File: src/rtl/gray_pkg.sv
// Shared types and helpers for the button-driven Gray code source.
// Also holds the default debounce length used by the display path.
package gray_pkg;

    localparam int GRAY_MAX_WIDTH          = 32;
    localparam int DEFAULT_DEBOUNCE_CYCLES = 270000;

    typedef enum logic {
        IDLE,
        WAIT_RELEASE
    } step_state_t;

    // Callers zero-extend their value; truncating the result keeps it correct for any width.
    function automatic logic [GRAY_MAX_WIDTH-1:0] bin2gray(input logic [GRAY_MAX_WIDTH-1:0] b);
        return b ^ (b >> 1);
    endfunction

endpackage

File: src/rtl/gray_step_encoder_if.sv
// Button, load and count/Gray signals of the step encoder.
// The master side drives buttons and load; the slave side is the encoder.
interface gray_step_encoder_if #(
    parameter int WIDTH = 4
);
    logic             btn_up;
    logic             btn_down;
    logic             load;
    logic [WIDTH-1:0] load_bin;
    logic [WIDTH-1:0] bin;
    logic [WIDTH-1:0] gray;
    logic             step_pulse;

    modport master (
        output btn_up, btn_down, load, load_bin,
        input  bin, gray, step_pulse
    );

    modport slave (
        input  btn_up, btn_down, load, load_bin,
        output bin, gray, step_pulse
    );
endinterface

File: src/rtl/btn_debounce.sv
// Two-flop synchronizer followed by a debouncer for one raw push-button.
// The debounced level flips only after the input has differed from it for DEBOUNCE_CYCLES cycles.
module btn_debounce #(
    parameter int DEBOUNCE_CYCLES = 4
) (
    input  logic clk,
    input  logic rst_n,
    input  logic btn_raw,
    output logic btn_deb
);
    localparam int CNT_W = $clog2(DEBOUNCE_CYCLES + 1);

    logic             sync_meta_reg;
    logic             sync_reg;
    logic             deb_reg;
    logic [CNT_W-1:0] cnt_reg;

    always_ff @(posedge clk or negedge rst_n) begin
        if (!rst_n) begin
            sync_meta_reg <= 1'b0;
            sync_reg      <= 1'b0;
        end else begin
            sync_meta_reg <= btn_raw;
            sync_reg      <= sync_meta_reg;
        end
    end

    // Any cycle that agrees with the accepted level restarts the count.
    always_ff @(posedge clk or negedge rst_n) begin
        if (!rst_n) begin
            deb_reg <= 1'b0;
            cnt_reg <= '0;
        end else if (sync_reg == deb_reg) begin
            cnt_reg <= '0;
        end else if (cnt_reg == CNT_W'(DEBOUNCE_CYCLES - 1)) begin
            deb_reg <= sync_reg;
            cnt_reg <= '0;
        end else begin
            cnt_reg <= cnt_reg + CNT_W'(1);
        end
    end

    assign btn_deb = deb_reg;
endmodule

File: src/rtl/gray_step_encoder.sv
// Steps a binary count up/down from debounced buttons, with synchronous load,
// and registers its Gray encoding in the same stage so both always agree.
module gray_step_encoder
    import gray_pkg::*;
#(
    parameter int WIDTH           = 4,
    parameter int DEBOUNCE_CYCLES = DEFAULT_DEBOUNCE_CYCLES
) (
    input  logic               clk,
    input  logic               rst_n,
    gray_step_encoder_if.slave bus
);
    logic [1:0] btn_raw;
    logic [1:0] btn_deb;

    assign btn_raw = {bus.btn_down, bus.btn_up};

    // Bit 0 is the up button, bit 1 the down button.
    generate
        for (genvar gi = 0; gi < 2; gi++) begin : g_btn
            btn_debounce #(
                .DEBOUNCE_CYCLES(DEBOUNCE_CYCLES)
            ) u_btn_debounce (
                .clk    (clk),
                .rst_n  (rst_n),
                .btn_raw(btn_raw[gi]),
                .btn_deb(btn_deb[gi])
            );
        end
    endgenerate

    step_state_t      state_reg, state_next;
    logic [WIDTH-1:0] bin_reg, bin_next;
    logic [WIDTH-1:0] gray_reg, gray_next;
    logic             pulse_reg, pulse_next;

    always_ff @(posedge clk or negedge rst_n) begin
        if (!rst_n) begin
            state_reg <= IDLE;
            bin_reg   <= '0;
            gray_reg  <= '0;
            pulse_reg <= 1'b0;
        end else begin
            state_reg <= state_next;
            bin_reg   <= bin_next;
            gray_reg  <= gray_next;
            pulse_reg <= pulse_next;
        end
    end

    always_comb begin
        state_next = state_reg;
        bin_next   = bin_reg;
        pulse_next = 1'b0;
        if (bus.load) begin
            // Load wins and parks the FSM so a held button cannot step afterwards.
            bin_next   = bus.load_bin;
            state_next = WAIT_RELEASE;
        end else begin
            unique case (state_reg)
                IDLE: begin
                    if (btn_deb[0] && !btn_deb[1]) begin
                        bin_next   = bin_reg + WIDTH'(1);
                        pulse_next = 1'b1;
                        state_next = WAIT_RELEASE;
                    end else if (btn_deb[1] && !btn_deb[0]) begin
                        bin_next   = bin_reg - WIDTH'(1);
                        pulse_next = 1'b1;
                        state_next = WAIT_RELEASE;
                    end else if (btn_deb[0] && btn_deb[1]) begin
                        state_next = WAIT_RELEASE;
                    end
                end
                WAIT_RELEASE: begin
                    if (!btn_deb[0] && !btn_deb[1]) begin
                        state_next = IDLE;
                    end
                end
                default: state_next = IDLE;
            endcase
        end
        gray_next = WIDTH'(bin2gray(GRAY_MAX_WIDTH'(bin_next)));
    end

    assign bus.bin        = bin_reg;
    assign bus.gray       = gray_reg;
    assign bus.step_pulse = pulse_reg;
endmodule

File: src/flat_wrapper.sv
// flat-port wrapper written by rule: the top's interface ports become plain ports
module gray_step_encoder_flat import gray_pkg::*;
#(
    parameter int WIDTH           = 4,
    parameter int DEBOUNCE_CYCLES = DEFAULT_DEBOUNCE_CYCLES
)
  (clk, rst_n, bus_btn_up, bus_btn_down, bus_load, bus_load_bin, bus_bin, bus_gray, bus_step_pulse);
  gray_step_encoder_if #(.WIDTH(WIDTH)) bus_i ();
  input  logic clk;
  input  logic rst_n;
  input wire logic [$bits(bus_i.btn_up)-1:0] bus_btn_up;
  input wire logic [$bits(bus_i.btn_down)-1:0] bus_btn_down;
  input wire logic [$bits(bus_i.load)-1:0] bus_load;
  input wire logic [$bits(bus_i.load_bin)-1:0] bus_load_bin;
  output wire logic [$bits(bus_i.bin)-1:0] bus_bin;
  output wire logic [$bits(bus_i.gray)-1:0] bus_gray;
  output wire logic [$bits(bus_i.step_pulse)-1:0] bus_step_pulse;
  assign bus_i.btn_up = bus_btn_up;
  assign bus_i.btn_down = bus_btn_down;
  assign bus_i.load = bus_load;
  assign bus_i.load_bin = bus_load_bin;
  assign bus_bin = bus_i.bin;
  assign bus_gray = bus_i.gray;
  assign bus_step_pulse = bus_i.step_pulse;
  gray_step_encoder #(.WIDTH(WIDTH), .DEBOUNCE_CYCLES(DEBOUNCE_CYCLES)) u_core (.clk(clk), .rst_n(rst_n), .bus(bus_i));
endmodule
File: config.mk
export PLATFORM = sky130hd
export DESIGN_NAME = gray_step_encoder_flat
export DESIGN_NICKNAME = d
export VERILOG_FILES = /design/src/rtl/gray_pkg.sv /design/src/rtl/gray_step_encoder_if.sv /design/src/rtl/btn_debounce.sv /design/src/rtl/gray_step_encoder.sv /design/src/flat_wrapper.sv
export SDC_FILE = /design/constraint.sdc
export NUM_CORES = 1
export LEC_CHECK = 0
export CAP_MARGIN = 20
export CORE_MARGIN = 1.5
export CORE_UTILIZATION = 45
export DETAILED_ROUTE_END_ITERATION = 12
export HOLD_SLACK_MARGIN = 0.05
export PLACE_DENSITY = 0.67
export SLEW_MARGIN = 10
export SYNTH_ARGS = -nofsm -noshare
export SYNTH_HDL_FRONTEND = slang
export SYNTH_HIERARCHICAL = 1
export SYNTH_SLANG_ARGS = --single-unit
File: constraint.sdc
create_clock -name clk -period 1.9 [get_ports clk]
set_clock_uncertainty 0.1 [all_clocks]
set_input_delay 0.38 -clock clk [delete_from_list [all_inputs] [get_ports clk]]
set_output_delay 0.38 -clock clk [all_outputs]
set_load 0.02 [all_outputs]
==> results.cfg, run 1 <==
[logic_synthesis]
async_reset_ff_frac = 1.00
synth-seq-cells = 53
syn_area_mm2 = 0.00270
syn_inst = 254
synth_common_cells = dfrtp_1, nor2_1, xor2_1
synth_flop_cell = dfrtp_1
syn_nets = 270
yosys_warnings = 6
yosysSeqAreaShare = 0.491
synth_edf_count = 0
synth_area_leaders = dfrtp_1, xor2_1, nor2_1
postSynthAreaPerCell_um2 = 10.6
yosysTopAreaCellShare = 0.491
synth_area_leader_cell = dfrtp_1
ys_types = 39
post-synth-top-count-cell = dfrtp_1

[die]
ios = 18
start_util = 0.462
dieArea_mm2 = 0.00647
coreArea_mm2 = 0.00585
num_rows = 28
die_h_um = 80.5
die_w_um = 80.5

[critical_path]
crit_slowest_cell = dfrtp_1
cp_cell_sequence = inv_2 -> ha_2 -> or3b_1 -> a21oi_2 -> a221oi_2 -> o21ai_2 -> xor2_1
critPathKind = flop to flop
cp.arrival_ns = 1.96
cp-start-kind = flop
path_delay_family = flip-flops
path_max_fanout = 5
slowest_delay_ns = 0.45
rrSetupSlack_ns = 0.06
cp.required_ns = 2.03
crit_buf_inv = 1
end_kind = flop

[power]
peakVddDrop_mv = 0.557
power_leakage_nw = 1.43
power.total_w = 0.00231
p_per_area_mw_per_mm2 = 710

[placed_design]
pre_cts_ws_ns = 0.0647
hpwl_um = 3350
gp_congestion = 0.788
io_buffers = 17

[layout]
drive_gt1_frac = 0.189
antenna_cells = 0
largest_reg_flops = 38
areaGrowthSynthToFinish_pct = 20.5
nNetsFinal = 306

[sta]
tightest_slew_ns = 0.509
fin_ws_ns = 0.0647
timing.hold.ws_ns = 0.257
fmax_mhz = 545
setup_violations = 0
rsz0062_at_grt = true
hold_viol = 0
period_minus_slack_ns = 1.84
relSlewSlack = 0.660
slew_viol_final = 0
fin_crit_sh = 0.966

[route]
first_pass_iters = 5
wire_per_inst_um = 13.0
postRouteAntennaNets = 0
via_per_inst = 5.13
drc = 0
dr_total_vias = 1879
drtIter0Drc = 59
wl_um = 4760

[clock_tree]
path_clk_slew_ns = 0.09
numCtsBuffers = 5
clockRootBuffer = clkbuf_8
clkSinkCount = 53
clock_latency_ns = 0.30
clock_path_buffers = 2
cts_tree = yes
cts_max_level = 2

[run_status]
run_status = finished clean

[global_routing]
overflow = 0
grt_pass1_vias = 1862
antenna_found_initial = 0
grt_usage = 0.165
grt_max_degree = 22
grt_pass1_wl_um = 8290

[job]
drv_cap = 0

[worst_hold_path]
worstHoldPathType = flop to flop
final cells by class:
class / instances / area [um2]
fill: 507 / 2600
sequential: 53 / 1330
multi-input combinational: 184 / 1310
timing repair buffer: 39 / 363
tap: 75 / 93.8
clock buffer: 5 / 68.8
clock inverter: 3 / 65.1
inverter: 7 / 26.3
placed cells by master (no fill, tap or decap), types with 4 or more instances in the layout:
cell type	n
nor2_1	35
and4_1	6
and3_1	6
buf_4	18
xnor2_1	8
xor2_1	30
inv_1	5
ha_1	4
clkbuf_8	5
nand4_1	10
or3_1	6
nand2_1	13
clkdlybuf4s50_1	14
a21oi_1	7
dfrtp_1	51
o21ai_0	7
nand3_1	16
report_power, final:
part	internal (W)	leakage [nW]	switching (W)
clock	0.000523	0.0681	0.000359
sequential	0.00116	0.707	0.0000240
combinational	0.000115	0.651	0.000126
total	0.00180	1.43	0.000509
layer usage:
| metal | part of all wire | up-vias | GRT usage | routed length (um) |
|---|---|---|---|---|
| met5 | 0 | - | 0 | 0 |
| met4 | 0.011 | 0 | 0.0466 | 53 |
| met3 | 0.024 | 4 | 0.0341 | 114 |
| met2 | 0.49 | 20 | 0.261 | 2320 |
| met1 | 0.48 | 907 | 0.229 | 2270 |
| li1 | - | 948 | - | - |
kinds of logic after synthesis:
logic type      synth area share
simple gates               0.226
flops                      0.491
xor+xnor                   0.123
compound gates            0.0681
buf+inv                   0.0426
fa+ha+maj                 0.0324
mux                       0.0162
path summary, 6_finish.rpt:
kind                                                                   startpoint                                             endpoint  cells past startpoint
hold reg to reg            u_core/g_btn[1].u_btn_debounce/sync_meta_reg$_DFF_PN0_    u_core/g_btn[1].u_btn_debounce/sync_reg$_DFF_PN0_                      0
setup / recovery               u_core/g_btn[0].u_btn_debounce/btn_deb$_DFFE_PN0P_                         u_core/bus.gray[0]$_DFF_PN0_                      7
max in group asynchronous                                                   rst_n  u_core/g_btn[1].u_btn_debounce/cnt_reg[1]$_DFF_PN0_                      3
hold / removal             u_core/g_btn[1].u_btn_debounce/sync_meta_reg$_DFF_PN0_    u_core/g_btn[1].u_btn_debounce/sync_reg$_DFF_PN0_                      0
min in group asynchronous                                                   rst_n  u_core/g_btn[0].u_btn_debounce/cnt_reg[4]$_DFF_PN0_                      2
setup reg to reg               u_core/g_btn[0].u_btn_debounce/btn_deb$_DFFE_PN0P_                         u_core/bus.gray[0]$_DFF_PN0_                      7
metrics by stage:
step / TNS (ns) / instance area, um2 / utilization / std cells
after floorplan: 0 / 2700 / - / 254
after global routing: -0.124 / 3250 / 0.556 / 366
after global placement: 0 / 3030 / 0.518 / 354
final: 0 / 3250 / 0.556 / 366
after detailed placement: 0 / 3030 / 0.518 / 354
after CTS: 0 / 3180 / 0.543 / 363
repair_timing:
action | CTS | global route
setup buffers | 0 | 3
hold buffers | 1 | 0
endpoints found under the hold margin | 18 | 0
resized for setup | 1 | 12
setup endpoints to repair | 1 | 10
pin swaps | 0 | 3
(Power assumes the default switching activity.)
==> inputs of run 2 (changes only) <==
--- a/config.mk
+++ b/config.mk
@@ -7,10 +7,10 @@
 export LEC_CHECK = 0
 export CAP_MARGIN = 20
 export CORE_MARGIN = 1.5
-export CORE_UTILIZATION = 45
+export CORE_UTILIZATION = 52
 export DETAILED_ROUTE_END_ITERATION = 12
 export HOLD_SLACK_MARGIN = 0.05
-export PLACE_DENSITY = 0.67
+export PLACE_DENSITY = 0.75
 export SLEW_MARGIN = 10
 export SYNTH_ARGS = -nofsm -noshare
 export SYNTH_HDL_FRONTEND = slang
==> results.cfg, run 2 (synthesized netlist as in run 1, its figures left out) <==
[power]
p_int_w = 0.00171
combPwrFrac = 0.111
clkPwrFrac = 0.356
p_sw_w = 0.000519
p_sw_frac = 0.233
peakVddDrop_mv = 0.441
p_per_area_mw_per_mm2 = 688
power_leakage_nw = 1.41
power_frac_seq = 0.533

[clock_tree]
clock_path_buffers = 2
path_clk_slew_ns = 0.10
cts_max_level = 2
clock_latency_ns = 0.30
clkSinkCount = 53
cts_tree = yes
numCtsBuffers = 5
clockRootBuffer = clkbuf_8

[critical_path]
critPathLaunch = u_core/bus.bin[2]$_DFF_PN0_
path_max_fanout = 4
cp.required_ns = 1.42
rrSetupSlack_ns = 0.04
crit_slowest_cell = clkdlybuf4s50_1
cp_cell_sequence = clkdlybuf4s50_1
cp-start-kind = flop
cp.arrival_ns = 1.40
cp.depth = 1
crit_buf_inv = 1
slowest_delay_ns = 0.65
path_delay_family = buffers and inverters
r2r-end = u_core/bus.gray[0]$_DFF_PN0_
critPathKind = flop to output port
reg2reg_from = u_core/bus.bin[0]$_DFF_PN0_
end_kind = output port
cp-endpoint = bus_bin[2]
rr_worst_depth = 7

[sta]
tns_ns = 0
fin_crit_sh = 0.987
slew_viol_final = 0
timing.hold.ws_ns = 0.261
hold_viol = 0
setup_violations = 0
tightest_slew_ns = 0.312
rsz0062_at_grt = true
fin_ws_ns = 0.0248
period_minus_slack_ns = 1.88
fmax_mhz = 533
relSlewSlack = 0.790

[global_routing]
overflow = 0
grtUsageMet3 = 0.0455
grt_use_met2 = 0.319
grt_pass1_wl_um = 8000
top_usage_layer = met2
use_met1 = 0.234
antenna_found_initial = 0
grt_pass1_vias = 1838
grt_usage = 0.187
grt_max_degree = 54

[route]
via_per_inst = 5.28
dr_total_vias = 1900
postRouteAntennaNets = 0
wire_per_inst_um = 13.5
drtIter0Drc = 106
wl_um = 4860
drc = 0
first_pass_iters = 4

[layout]
nNetsFinal = 305
nFillCells = 387
postLayoutCellArea_mm2 = 0.00324
antenna_cells = 0
drive_gt1_frac = 0.200
layout_commonest_cell = dfrtp_1
final_cells = 360
multiInputGateArea_mm2 = 0.00133
largest_reg_flops = 38
final_cell_mix = dfrtp_1, nor2_1, xor2_1
seq_area_mm2 = 0.00133
areaGrowthSynthToFinish_pct = 20.1

[die]
coreArea_mm2 = 0.00504
start_util = 0.535
num_rows = 26
die_h_um = 75.1
die_w_um = 75.1
ios = 18
dieArea_mm2 = 0.00563

[job]
drv_cap = 0

[placed_design]
gp_congestion = 0.800
placed_area_mm2 = 0.00300
dp.cells = 345
hpwl_um = 3250
io_buffers = 17
pre_cts_ws_ns = 0.000357

[worst_hold_path]
worstHoldPathType = flop to flop

[run_status]
run_status = finished clean
[run 2: worst min path at each step]
stage,endpoint,from,depth (start not counted)
6_report,u_core/g_btn[0].u_btn_debounce/sync_reg$_DFF_PN0_,u_core/g_btn[0].u_btn_debounce/sync_meta_reg$_DFF_PN0_,0
5_1_grt,u_core/g_btn[0].u_btn_debounce/sync_reg$_DFF_PN0_,u_core/g_btn[0].u_btn_debounce/sync_meta_reg$_DFF_PN0_,0
4_1_cts,u_core/g_btn[1].u_btn_debounce/sync_reg$_DFF_PN0_,u_core/g_btn[1].u_btn_debounce/sync_meta_reg$_DFF_PN0_,0
3_5_place_dp,u_core/g_btn[0].u_btn_debounce/sync_reg$_DFF_PN0_,u_core/g_btn[0].u_btn_debounce/sync_meta_reg$_DFF_PN0_,0
3_3_place_gp,u_core/g_btn[1].u_btn_debounce/sync_reg$_DFF_PN0_,u_core/g_btn[1].u_btn_debounce/sync_meta_reg$_DFF_PN0_,0
2_1_floorplan,u_core/bus.bin[0]$_DFF_PN0_,rst_n,0
[run 2: per-stage QoR]
step,util,total power (W)
2_1_floorplan,-,0.00133
3_3_place_gp,0.594,0.00144
3_5_place_dp,0.594,0.00144
4_1_cts,0.621,0.00224
5_1_grt,0.643,0.00234
6_report,0.643,0.00223
[run 2: power by group through the flow]
stage | clock [W] | sequential (W) | combinational (W)
global route | 0.000875 | 0.00119 | 0.000276
CTS | 0.000817 | 0.00119 | 0.000233
global placement | 0 | 0.00121 | 0.000227
detailed placement | 0 | 0.00121 | 0.000230
floorplan | 0 | 0.00123 | 0.0000929
finish | 0.000795 | 0.00119 | 0.000248
[run 2: layout make-up]
cell class,instances,share of cell area
Sequential cell,53,0.410
Multi-Input combinational cell,184,0.409
Timing Repair Buffer,38,0.108
Tap cell,70,0.0270
Clock buffer,6,0.0255
Clock inverter,2,0.0116
Inverter,7,0.00810
[run 2: metal layers]
layer  part of all wire  wire length (um)
met1               0.45              2190
met2               0.52              2510
met3              0.027               133
met4             0.0064                31
met5                  0                 0
[run 2: what timing repair did]
item | in CTS | in global routing
endpoints found under the hold margin | 53 | 0
endpoints found under the setup margin | 3 | 8
hold buffers | 1 | 0
gates resized for setup | 1 | 15
setup buffers | 1 | 5
pin swaps | 0 | 3
